File: config.mk
export PLATFORM = sky130hd
export DESIGN_NAME = ycr_dmem_wb_bridge
export DESIGN_NICKNAME = d
export VERILOG_FILES = /design/src/rtl/ycr_dmem_wb_bridge.sv
export SDC_FILE = /design/constraint.sdc
export NUM_CORES = 1
export LEC_CHECK = 0
export CORE_MARGIN = 3
export CORE_UTILIZATION = 42
export DETAILED_ROUTE_END_ITERATION = 10
export PLACE_DENSITY = 0.8
export SYNTH_ARGS = -nofsm -noshare
export SYNTH_HDL_FRONTEND = slang
export SYNTH_SLANG_ARGS = --single-unit
File: constraint.sdc
create_clock -name clk -period 2.42 [get_ports clk]
set_clock_uncertainty 0.05 [all_clocks]
set_input_delay 0.363 -clock clk [delete_from_list [all_inputs] [get_ports clk]]
set_output_delay 0.363 -clock clk [all_outputs]
set_load 0.1 [all_outputs]
File: src/rtl/ycr_dmem_wb_bridge.sv
// ycr_dmem_wb_bridge
// Turns one DMEM router port (req/ack/resp) into a single-outstanding
// Wishbone B4 classic master cycle. Byte lanes and write-data placement are
// derived from the request width and the low address bits. Misaligned or
// illegal-width requests are answered with an error without touching the
// bus. A bus cycle that never completes is closed by a timeout.
module ycr_dmem_wb_bridge #(
    parameter int AW      = 32,
    parameter int DW      = 32,
    parameter int TMO_CYC = 255
) (
    input  logic          clk,
    input  logic          rst_n,
    // DMEM router side
    output logic          dmem_req_ack,
    input  logic          dmem_req,
    input  logic          dmem_cmd,
    input  logic [1:0]    dmem_width,
    input  logic [AW-1:0] dmem_addr,
    input  logic [DW-1:0] dmem_wdata,
    output logic [DW-1:0] dmem_rdata,
    output logic [1:0]    dmem_resp,
    // Wishbone master side
    output logic          wbd_stb_o,
    output logic          wbd_cyc_o,
    output logic          wbd_we_o,
    output logic [AW-1:0] wbd_adr_o,
    output logic [3:0]    wbd_sel_o,
    output logic [DW-1:0] wbd_dat_o,
    input  logic [DW-1:0] wbd_dat_i,
    input  logic          wbd_ack_i,
    input  logic          wbd_err_i
);

    typedef enum logic [1:0] {
        ST_IDLE = 2'd0,
        ST_BUSY = 2'd1,
        ST_RESP = 2'd2
    } state_t;

    localparam logic [1:0] RESP_NONE = 2'd0;
    localparam logic [1:0] RESP_OK   = 2'd1;
    localparam logic [1:0] RESP_ER   = 2'd2;

    localparam logic [1:0] WIDTH_BYTE = 2'd0;
    localparam logic [1:0] WIDTH_HALF = 2'd1;
    localparam logic [1:0] WIDTH_WORD = 2'd2;

    // Counter is wide enough to hold TMO_CYC-1; the last counted cycle
    // is the one in which the timeout fires.
    localparam int            CW       = (TMO_CYC < 2) ? 1 : $clog2(TMO_CYC + 1);
    localparam logic [CW-1:0] TMO_LAST = CW'((TMO_CYC > 0) ? (TMO_CYC - 1) : 0);
    localparam bit            TMO_EN   = (TMO_CYC != 0);

    state_t        state_reg, state_next;
    logic [CW-1:0] cnt_reg, cnt_next;
    logic          cyc_reg, cyc_next;
    logic          stb_reg, stb_next;
    logic          we_reg, we_next;
    logic [AW-1:0] adr_reg, adr_next;
    logic [3:0]    sel_reg, sel_next;
    logic [DW-1:0] dat_reg, dat_next;
    logic [DW-1:0] rdata_reg, rdata_next;
    logic [1:0]    resp_reg, resp_next;

    logic          req_legal;
    logic [3:0]    sel_calc;
    logic [DW-1:0] dat_shift;
    logic [DW-1:0] dat_masked;
    logic          tmo_hit;

    // Alignment check and byte-lane select for the incoming request.
    always_comb begin
        req_legal = 1'b0;
        sel_calc  = 4'b0000;
        case (dmem_width)
            WIDTH_BYTE: begin
                req_legal = 1'b1;
                sel_calc  = 4'b0001 << dmem_addr[1:0];
            end
            WIDTH_HALF: begin
                req_legal = ~dmem_addr[0];
                sel_calc  = 4'b0011 << dmem_addr[1:0];
            end
            WIDTH_WORD: begin
                req_legal = (dmem_addr[1:0] == 2'b00);
                sel_calc  = 4'b1111;
            end
            default: begin
                req_legal = 1'b0;
                sel_calc  = 4'b0000;
            end
        endcase
    end

    // Right-justified write data moved onto its lanes; lanes not selected
    // are zeroed so stray upper bits of wdata never reach the bus.
    assign dat_shift = dmem_wdata << {dmem_addr[1:0], 3'b000};

    generate
        for (genvar gi = 0; gi < 4; gi++) begin : g_lane
            assign dat_masked[8*gi +: 8] = sel_calc[gi] ? dat_shift[8*gi +: 8] : 8'h00;
        end
    endgenerate

    assign tmo_hit = TMO_EN && (cnt_reg == TMO_LAST);

    // Next-state and bus/response register updates.
    always_comb begin
        state_next = state_reg;
        cnt_next   = cnt_reg;
        cyc_next   = cyc_reg;
        stb_next   = stb_reg;
        we_next    = we_reg;
        adr_next   = adr_reg;
        sel_next   = sel_reg;
        dat_next   = dat_reg;
        rdata_next = rdata_reg;
        resp_next  = RESP_NONE;

        case (state_reg)
            ST_IDLE: begin
                if (dmem_req) begin
                    if (req_legal) begin
                        state_next = ST_BUSY;
                        cyc_next   = 1'b1;
                        stb_next   = 1'b1;
                        we_next    = dmem_cmd;
                        adr_next   = {dmem_addr[AW-1:2], 2'b00};
                        sel_next   = sel_calc;
                        dat_next   = dat_masked;
                        cnt_next   = '0;
                    end else begin
                        state_next = ST_RESP;
                        resp_next  = RESP_ER;
                    end
                end
            end
            ST_BUSY: begin
                // err has priority over ack; ack has priority over timeout.
                if (wbd_err_i || wbd_ack_i || tmo_hit) begin
                    state_next = ST_RESP;
                    cyc_next   = 1'b0;
                    stb_next   = 1'b0;
                    cnt_next   = '0;
                    if (wbd_err_i) begin
                        resp_next = RESP_ER;
                    end else if (wbd_ack_i) begin
                        resp_next = RESP_OK;
                        if (!we_reg) begin
                            rdata_next = wbd_dat_i;
                        end
                    end else begin
                        resp_next = RESP_ER;
                    end
                end else if (TMO_EN) begin
                    cnt_next = cnt_reg + 1'b1;
                end
            end
            ST_RESP: begin
                state_next = ST_IDLE;
            end
            default: begin
                state_next = ST_IDLE;
                cyc_next   = 1'b0;
                stb_next   = 1'b0;
            end
        endcase
    end

    // State register.
    always_ff @(posedge clk or negedge rst_n) begin
        if (!rst_n) begin
            state_reg <= ST_IDLE;
        end else begin
            state_reg <= state_next;
        end
    end

    // Bus, response and timeout registers; reset drops cyc/stb at once.
    always_ff @(posedge clk or negedge rst_n) begin
        if (!rst_n) begin
            cnt_reg   <= '0;
            cyc_reg   <= 1'b0;
            stb_reg   <= 1'b0;
            we_reg    <= 1'b0;
            adr_reg   <= '0;
            sel_reg   <= 4'b0000;
            dat_reg   <= '0;
            rdata_reg <= '0;
            resp_reg  <= RESP_NONE;
        end else begin
            cnt_reg   <= cnt_next;
            cyc_reg   <= cyc_next;
            stb_reg   <= stb_next;
            we_reg    <= we_next;
            adr_reg   <= adr_next;
            sel_reg   <= sel_next;
            dat_reg   <= dat_next;
            rdata_reg <= rdata_next;
            resp_reg  <= resp_next;
        end
    end

    assign dmem_req_ack = (state_reg == ST_IDLE);
    assign dmem_rdata   = rdata_reg;
    assign dmem_resp    = resp_reg;
    assign wbd_cyc_o    = cyc_reg;
    assign wbd_stb_o    = stb_reg;
    assign wbd_we_o     = we_reg;
    assign wbd_adr_o    = adr_reg;
    assign wbd_sel_o    = sel_reg;
    assign wbd_dat_o    = dat_reg;

endmodule

======== Word-level counts from Yosys, hierarchy flattened ========
Index checks and enable logic that the tools add are counted.
storage, ports and cells
  bits in registers ....................... 112
  latch bits .............................. 0
  RAM bits ................................ 0
  memory bits (read-only) ................. 0
  bits of input ports ..................... 104
  logic and storage cells ................. 60
  memories ................................ 0
operators by class
  add/sub/neg operators ................... 1
  multiply operators ...................... 0
  divide/modulo/power cells ............... 0
  magnitude comparators ................... 0
  equality and inequality tests ........... 8
  shift-type cells ........................ 3
  mux-type cells .......................... 24
  bitwise gates (word level) .............. 4
  reductions and logical operators ........ 11
operators by type and width
  cell                                                                count
  8-bit two-way mux                                                   7
  32-bit by 5-bit << shifter with 32-bit output                       1
  2-bit two-way mux                                                   8
  8-bit case mux with 2 select lines                                  1
  4-bit case mux with 3 select lines                                  1
  8-bit by 1-bit adder with 8-bit output (second input constant)      1
  8-bit == test (second input constant)                               1
  2-bit case mux with 2 select lines                                  2
  2-bit logical NOT                                                   3
  1-bit case mux with 3 select lines                                  2
  3-bit AND reduction                                                 2
  5-bit AND reduction                                                 1
  2-bit by 1-bit == test with 1-bit output (second input constant)    2
  2-bit == test (second input constant)                               2
  2-bit by 1-bit != test with 1-bit output (second input constant)    2
  1-bit inverter                                                      4
  4-bit AND reduction                                                 1
  1-bit by 2-bit << shifter with 4-bit output (first input constant)  1
  2-bit by 2-bit << shifter with 4-bit output (first input constant)  1
  1-bit two-way mux                                                   3
  1-bit logical OR                                                    2
  2-bit != test (second input constant)                               1
  2-bit AND reduction                                                 1
  2-bit nonzero test                                                  1

======== Logic depth before layout (Yosys ltp) ========
Gate-level depths: netlist of run 1.
  depth in word-level cells ............... 5
  mapped depth ............................ 7

======== Worst setup path before layout of run 1 ========
OpenSTA, ideal clock, no wires.
  path type ............................... register -> output
  start ................................... register state_reg[1]
  end ..................................... output dmem_req_ack
  data arrival time ....................... 1.721 ns
  slack ................................... 0.286 ns
  stages on the path, launching flop included .. 2
  path buffers ............................ 0
  cells stage by stage .................... dfrtp_1 > nor2_1
on the way
  cells in the longest elaborated chain, start to end .. 1
RTL lines
  item                      RTL line  source
  start: declaration        55        state_t state_reg, state_next;
  start signal: assignment  176       state_reg <= state_next;
  2-bit logical NOT         205       assign dmem_req_ack = (state_reg == ST_IDLE);
  end: declaration          15        output logic dmem_req_ack,
No other way between the ends.

======== Worst setup path after layout of run 1 ========
  start ................................... register cnt_reg[0]
  end ..................................... register cnt_reg[5]
on the way
  cells in the longest elaborated chain, start to end .. 4
  elaborated cells on any way between the ends .. 5
  classes of those cells .................. 1 x add/sub; 1 x eq/ne; 2 x mux; 1 x reduce/logical
RTL lines
  item                                                                                            RTL line  source
  start: declaration                                                                              56        logic [CW-1:0] cnt_reg, cnt_next;
  start signal: assignment                                                                        193       cnt_reg <= cnt_next;
  parallel branches: the longest is 2 deep, another holds 8-bit by 1-bit adder with 8-bit output  -
  8-bit two-way mux *                                                                             141       if (wbd_err_i || wbd_ack_i || tmo_hit) begin
  8-bit case mux with 2 select lines *                                                            121       case (state_reg)
Every way passes the cells marked *.
A chain may end at the register's enable or synchronous reset.

==> impl_metrics.tcl, run 1 <==
set metrics [dict create \
    drv_cap 0 \
    syn2layout_area_growth_pct 47.5 \
    synth_ff_type "dfrtp_1" \
    antenna_found_initial 0 \
    grt_usage 0.209 \
    synth_top_area_frac 0.583 \
    slowest_delay_ns 0.71 \
    ff_latch_area_sq_um 2800 \
    r2r-end "cnt_reg[5]" \
    design.core.area_sq_um 11000 \
    grt_pass1_vias 4005 \
    whs_path_depth 1 \
    numCtsBuffers 9 \
    setup_viol 0 \
    cts.clk_slew.worst_paths_ns 0.07 \
    path_buf_inv 1 \
    final_common_cell "buf_4" \
    grt_max_degree 53 \
    wl_per_cell_microns 18.3 \
    reg2reg_from "cnt_reg[0]" \
    clock_latency_ns 0.34 \
    syn_avg_cell_area_sq_um 13.0 \
    routed-via-count 3751 \
    cp-start-kind "register" \
    rsz0062_at_grt "false" \
    tightest_slew_ns 0.810 \
    die_width_microns 113 \
    cts_root_buf "clkbuf_16" \
    rows 38 \
    clk_path_buf_depth 2 \
    pin_count 210 \
    hold_viol 0 \
    yosysWarnings 0 \
    netlist_area_sq_um 4800 \
    synth_edf_count 0 \
    syn-instance-count 369 \
    critPathRequiredTime_ns 2.60 \
    hp-class "register to register" \
    cp_cell_sequence "inv_1 > ha_1 > nand2_1 > o31ai_1 > nor2_1 > a221o_1" \
    setup_tns_ns 0 \
    critPathMaxFanout 7 \
    fin_crit_ns 2.02 \
    min-delay-start "dmem_rdata[27]" \
    die_h_microns 113 \
    maxSlewHeadroom 0.456 \
    fillCellCount 863 \
    drtPass1Iterations 4 \
    final_cell_mix "buf_4 (114), dfrtp_1 (112), clkdlybuf4s50_1 (102), mux2_2 (59), nand2_1 (35)" \
    drc 0 \
    tritoncts "yes" \
    r2r_setup_slack_ns 0.40 \
    detail_route.iter0.violations 184 \
    outcome "finished, final reports clean" \
    initial_core_util 0.435 \
    antenna_cells 0 \
    synth.area.top_cells "dfrtp_1 (58%), mux2_2 (14%), mux2i_1 (3.3%)" \
    cts.sinks 112 \
    max_freq_mhz 496 \
    hpwl_microns 10000 \
    crit_arrival_ns 2.20 \
    crit_slowest_cell "o31ai_1" \
    port_buffers 207 \
    ys_seq_area_frac 0.583 \
    worstSetupPathDepth 6 \
    multiInputGateArea_sq_um 1840 \
    grt-ovfl-total 0 \
    die_area_sq_um 12800 \
    drive_gt1_frac 0.341 \
    setup.worst_path.end_class "register" \
    cts_resized 0 \
    grt_pass1_wl_microns 20800 \
    min_period_over_period 0.834 \
    reg2reg_depth 6 \
    netlist-cell-type-count 44 \
    drt.antenna.violating_nets 0 \
    fin_nets 681 \
    ys_seq_elements 112 \
    gp_congestion 0.778 \
    yosysTopAreaCell "dfrtp_1" \
    postRouteWirelength_microns 13200 \
    maxSlewViolCount 0 \
    viasPerCell 5.21 \
    cts_max_level 3 \
    critPathTopFamily "compound AO/OA/AOI/OAI gates" \
    hold_end "dmem_rdata[27]" \
    critPathKind "register to register" \
    ys_async_sr_fraction 1.00 \
]
cell usage after synthesis, types with 4 or more instances:
cell type / count
buf_4: 4
o21ai_1: 9
o21ai_0: 17
a211o_1: 10
buf_6: 5
a32o_1: 8
mux2_1: 4
dfrtp_1: 112
nand2_1: 35
mux2_2: 59
nor3_1: 6
buf_2: 13
nor2_1: 6
a22o_1: 10
mux2i_1: 16
nand3_1: 4
nor2b_1: 9
worst register-to-register path: cells and delay by family, from the launching register on:
| kind | cells | cell delay (ns) |
|---|---|---|
| adders and majority gates | 1 | 0.14 |
| AOI/OAI and AO/OA | 2 | 1.00 |
| buffers and inverters | 1 | 0.08 |
| and+or+nand+nor | 2 | 0.22 |
| DFF | 1 | 0.42 |
final cells by class:
class / instances / share of cell area
Clock buffer: 11 / 0.0357
Clock inverter: 5 / 0.00760
Inverter: 3 / 0.00159
Multi-Input combinational cell: 229 / 0.260
Sequential cell: 112 / 0.396
Tap cell: 140 / 0.0247
Timing Repair Buffer: 220 / 0.275
cells by family (layout without fill, tap and decap cells):
| family | after synthesis | count (layout) | share of synthesized area |
|---|---|---|---|
| XOR/XNOR | 3 | 3 | 0.00547 |
| AND/OR/NAND/NOR | 74 | 74 | 0.0784 |
| other | 1 | 2 | 0.000781 |
| flip-flops | 112 | 112 | 0.583 |
| buffers and inverters | 29 | 239 | 0.0370 |
| AO/OA/AOI/OAI | 69 | 69 | 0.109 |
| adder cells (fa/ha/maj) | 2 | 2 | 0.00521 |
| multiplexers | 79 | 79 | 0.181 |
worst max path at each step:
stage	from	end	slack (ns)
2_1_floorplan	state_reg[1]	dmem_req_ack	0.29
3_3_place_gp	dmem_width[1]	wbd_adr_o[21]	0.22
3_5_place_dp	wbd_err_i	cnt_reg[2]	0.1
4_1_cts	cnt_reg[0]	cnt_reg[5]	0.43
5_1_grt	cnt_reg[0]	cnt_reg[5]	0.24
6_report	cnt_reg[0]	cnt_reg[5]	0.40
metal layers:
layer  part of all wire  global-route usage  vias up
met5                  0                   0        -
met4              0.024              0.0921        0
met3               0.10              0.0807       24
met2               0.49               0.351      184
met1               0.38               0.236     1813
li1                   -                   -     1730
timing repair:
item,4_1_cts,5_1_grt
endpoints found under the hold margin,31,0
endpoints found under the setup margin,0,0
buffers inserted,0,0
hold buffers,1,0
through the flow:
stage	hold WS (ns)	setup slack (ns)	cells	utilization	cell area [sq um]
2_1_floorplan	0.0174	0.286	370	-	4810
6_report	0.437	0.402	720	0.642	7080
5_1_grt	0.474	0.237	720	0.642	7080
3_3_place_gp	0.285	0.224	703	0.613	6770
4_1_cts	0.441	0.431	720	0.642	7080
3_5_place_dp	0.288	0.0973	703	0.613	6770
Power of run 1 is left out: the tool's default activity adds up to more than one toggle a clock period on the data nets, which glitch-free logic cannot reach.
==> inputs of run 2 (changes only) <==
- clock period: 2.42 -> 1.9 ns (I/O delays scaled with it)
==> run 2 against run 1 <==
Non-clock buffer count increased by 14; register-to-register slack got worse by 0.28 ns; cell area is 3.6% higher; hold slack got worse by 0.19 ns; clock-buffer cell count unchanged; critical path depth decreased by 2; global-route usage is 0.60 points lower; sequential share of layout area is 1.4 points lower; maximum frequency up 13%; sequential cell count unchanged; routed wire length down 2.7%; die area is the same; critical endpoint is now dmem_rdata[9].
==> impl_metrics.tcl, run 2 (same netlist as run 1, synthesis figures left out) <==
set metrics [dict create \
    tritoncts "yes" \
    wl_per_cell_microns 17.5 \
    hold_viol 0 \
    final_cell_area_sq_um 7340 \
    hp-class "input port to asynchronous set/reset pin" \
    gp_congestion 0.809 \
    port_buffers 207 \
    grt_max_degree 107 \
    drc 0 \
    dp_cells 717 \
    cts_root_buf "clkbuf_16" \
    cts.sinks 112 \
    numCtsBuffers 9 \
    postRouteWirelength_microns 12900 \
    wl_met1_microns 5150 \
    critPathKind "register to register" \
    drive_gt1_frac 0.360 \
    outcome "finished, final reports clean" \
    pre_cts_ws_ns -0.236 \
    cp-start-kind "register" \
    startpoint "state_reg[1]" \
    critPathMaxFanout 32 \
    drtPass1Iterations 5 \
    die_h_microns 113 \
    rows 38 \
    detail_route.iter0.violations 165 \
    drt.antenna.violating_nets 0 \
    pin_count 210 \
    routed-via-count 3811 \
    grt_pass1_vias 3952 \
    cts.clk_slew.worst_paths_ns 0.06 \
    viasPerCell 5.19 \
    initial_core_util 0.435 \
    stdcell_count 734 \
    crit_end "dmem_rdata[9]" \
    multiInputGateArea_sq_um 1860 \
    r2r_setup_slack_ns 0.12 \
    finalWorstSetupSlack_ns 0.121 \
    maxSlewViolCount 0 \
    reg2reg_depth 4 \
    wl_met3_microns 1300 \
    fin_nets 695 \
    min_period_over_period 0.936 \
    tightest_slew_ns 0.596 \
    die_width_microns 113 \
    hpwl_microns 9790 \
    final_common_cell "buf_4" \
    crit_arrival_ns 1.94 \
    maxSlewHeadroom 0.603 \
    grt_pass1_wl_microns 20600 \
    setup_tns_ns 0 \
    r2r-end "dmem_rdata[9]" \
    design.core.area_sq_um 11000 \
    cts_setup_buffers 0 \
    antenna_cells 0 \
    die_area_sq_um 12800 \
    critPathRequiredTime_ns 2.06 \
    final_cell_mix "buf_4 (117), dfrtp_1 (112), clkdlybuf4s50_1 (102), mux2_2 (59), nand2_1 (35)" \
    wl_met2_microns 6180 \
    grt_usage 0.203 \
    clk_path_buf_depth 2 \
    max_freq_mhz 562 \
    setup.worst_path.end_class "register" \
    fillCellCount 844 \
    place_area_sq_um 7010 \
    setup_viol 0 \
    syn2layout_area_growth_pct 52.7 \
    reg2reg_from "state_reg[1]" \
    cts_max_level 3 \
    ff_latch_area_sq_um 2800 \
    highest_layer "met4" \
    rsz0062_at_grt "false" \
    grt-ovfl-total 0 \
    drv_cap 0 \
    fin_crit_ns 1.78 \
    clock_latency_ns 0.34 \
    antenna_found_initial 0 \
]
[run 2: cell type report]
| class | count | area share |
|---|---|---|
| tap | 140 | 0.0239 |
| clock buffer | 11 | 0.0331 |
| multi-input combinational | 229 | 0.253 |
| timing repair buffer | 234 | 0.298 |
| sequential | 112 | 0.382 |
| clock inverter | 5 | 0.00768 |
| inverter | 3 | 0.00154 |
[run 2: how the worst min path moves through the flow]
stage	startpoint	to	slack, ns	cells past startpoint
finish	rst_n	dmem_rdata[21]	0.25	2
global route	rst_n	dmem_rdata[21]	0.24	2
CTS	rst_n	dmem_rdata[21]	0.24	2
detailed placement	rst_n	dmem_rdata[21]	0.06	1
global placement	rst_n	dmem_rdata[21]	0.05	1
floorplan	rst_n	cnt_reg[0]	-0.06	0
[run 2: what timing repair did]
item,CTS,global route
hold buffers,1,0
endpoints found under the hold margin,6,0
resized for setup,0,3
setup endpoints to repair,0,35
[run 2: metrics by stage]
step | hold WS (ns) | utilization
after global placement | 0.0550 | 0.636
after floorplan | -0.0606 | -
after detailed placement | 0.0583 | 0.636
after global routing | 0.238 | 0.665
final | 0.247 | 0.665
after CTS | 0.239 | 0.664
[run 2: worst max-delay path: stages, from the launching register on]
cell,delay [ns]
dfrtp_1,0.49
nor4b_4,0.33
nor2b_4,0.21
buf_12,0.21
mux2_2,0.36
[run 2: metal layers]
metal / vias up / global-route usage
li1: 1768 / -
met1: 1829 / 0.255
met2: 196 / 0.334
met3: 18 / 0.0636
met4: 0 / 0.0665
met5: - / 0
Power of run 2 is left out for the same reason.
==> inputs of run 3 (changes only) <==
- SLEW_MARGIN: not set -> 20
==> results of run 3 <==
Final layout, timing and power as in run 2 (identical DEF).
Power of run 3 is left out for the same reason.
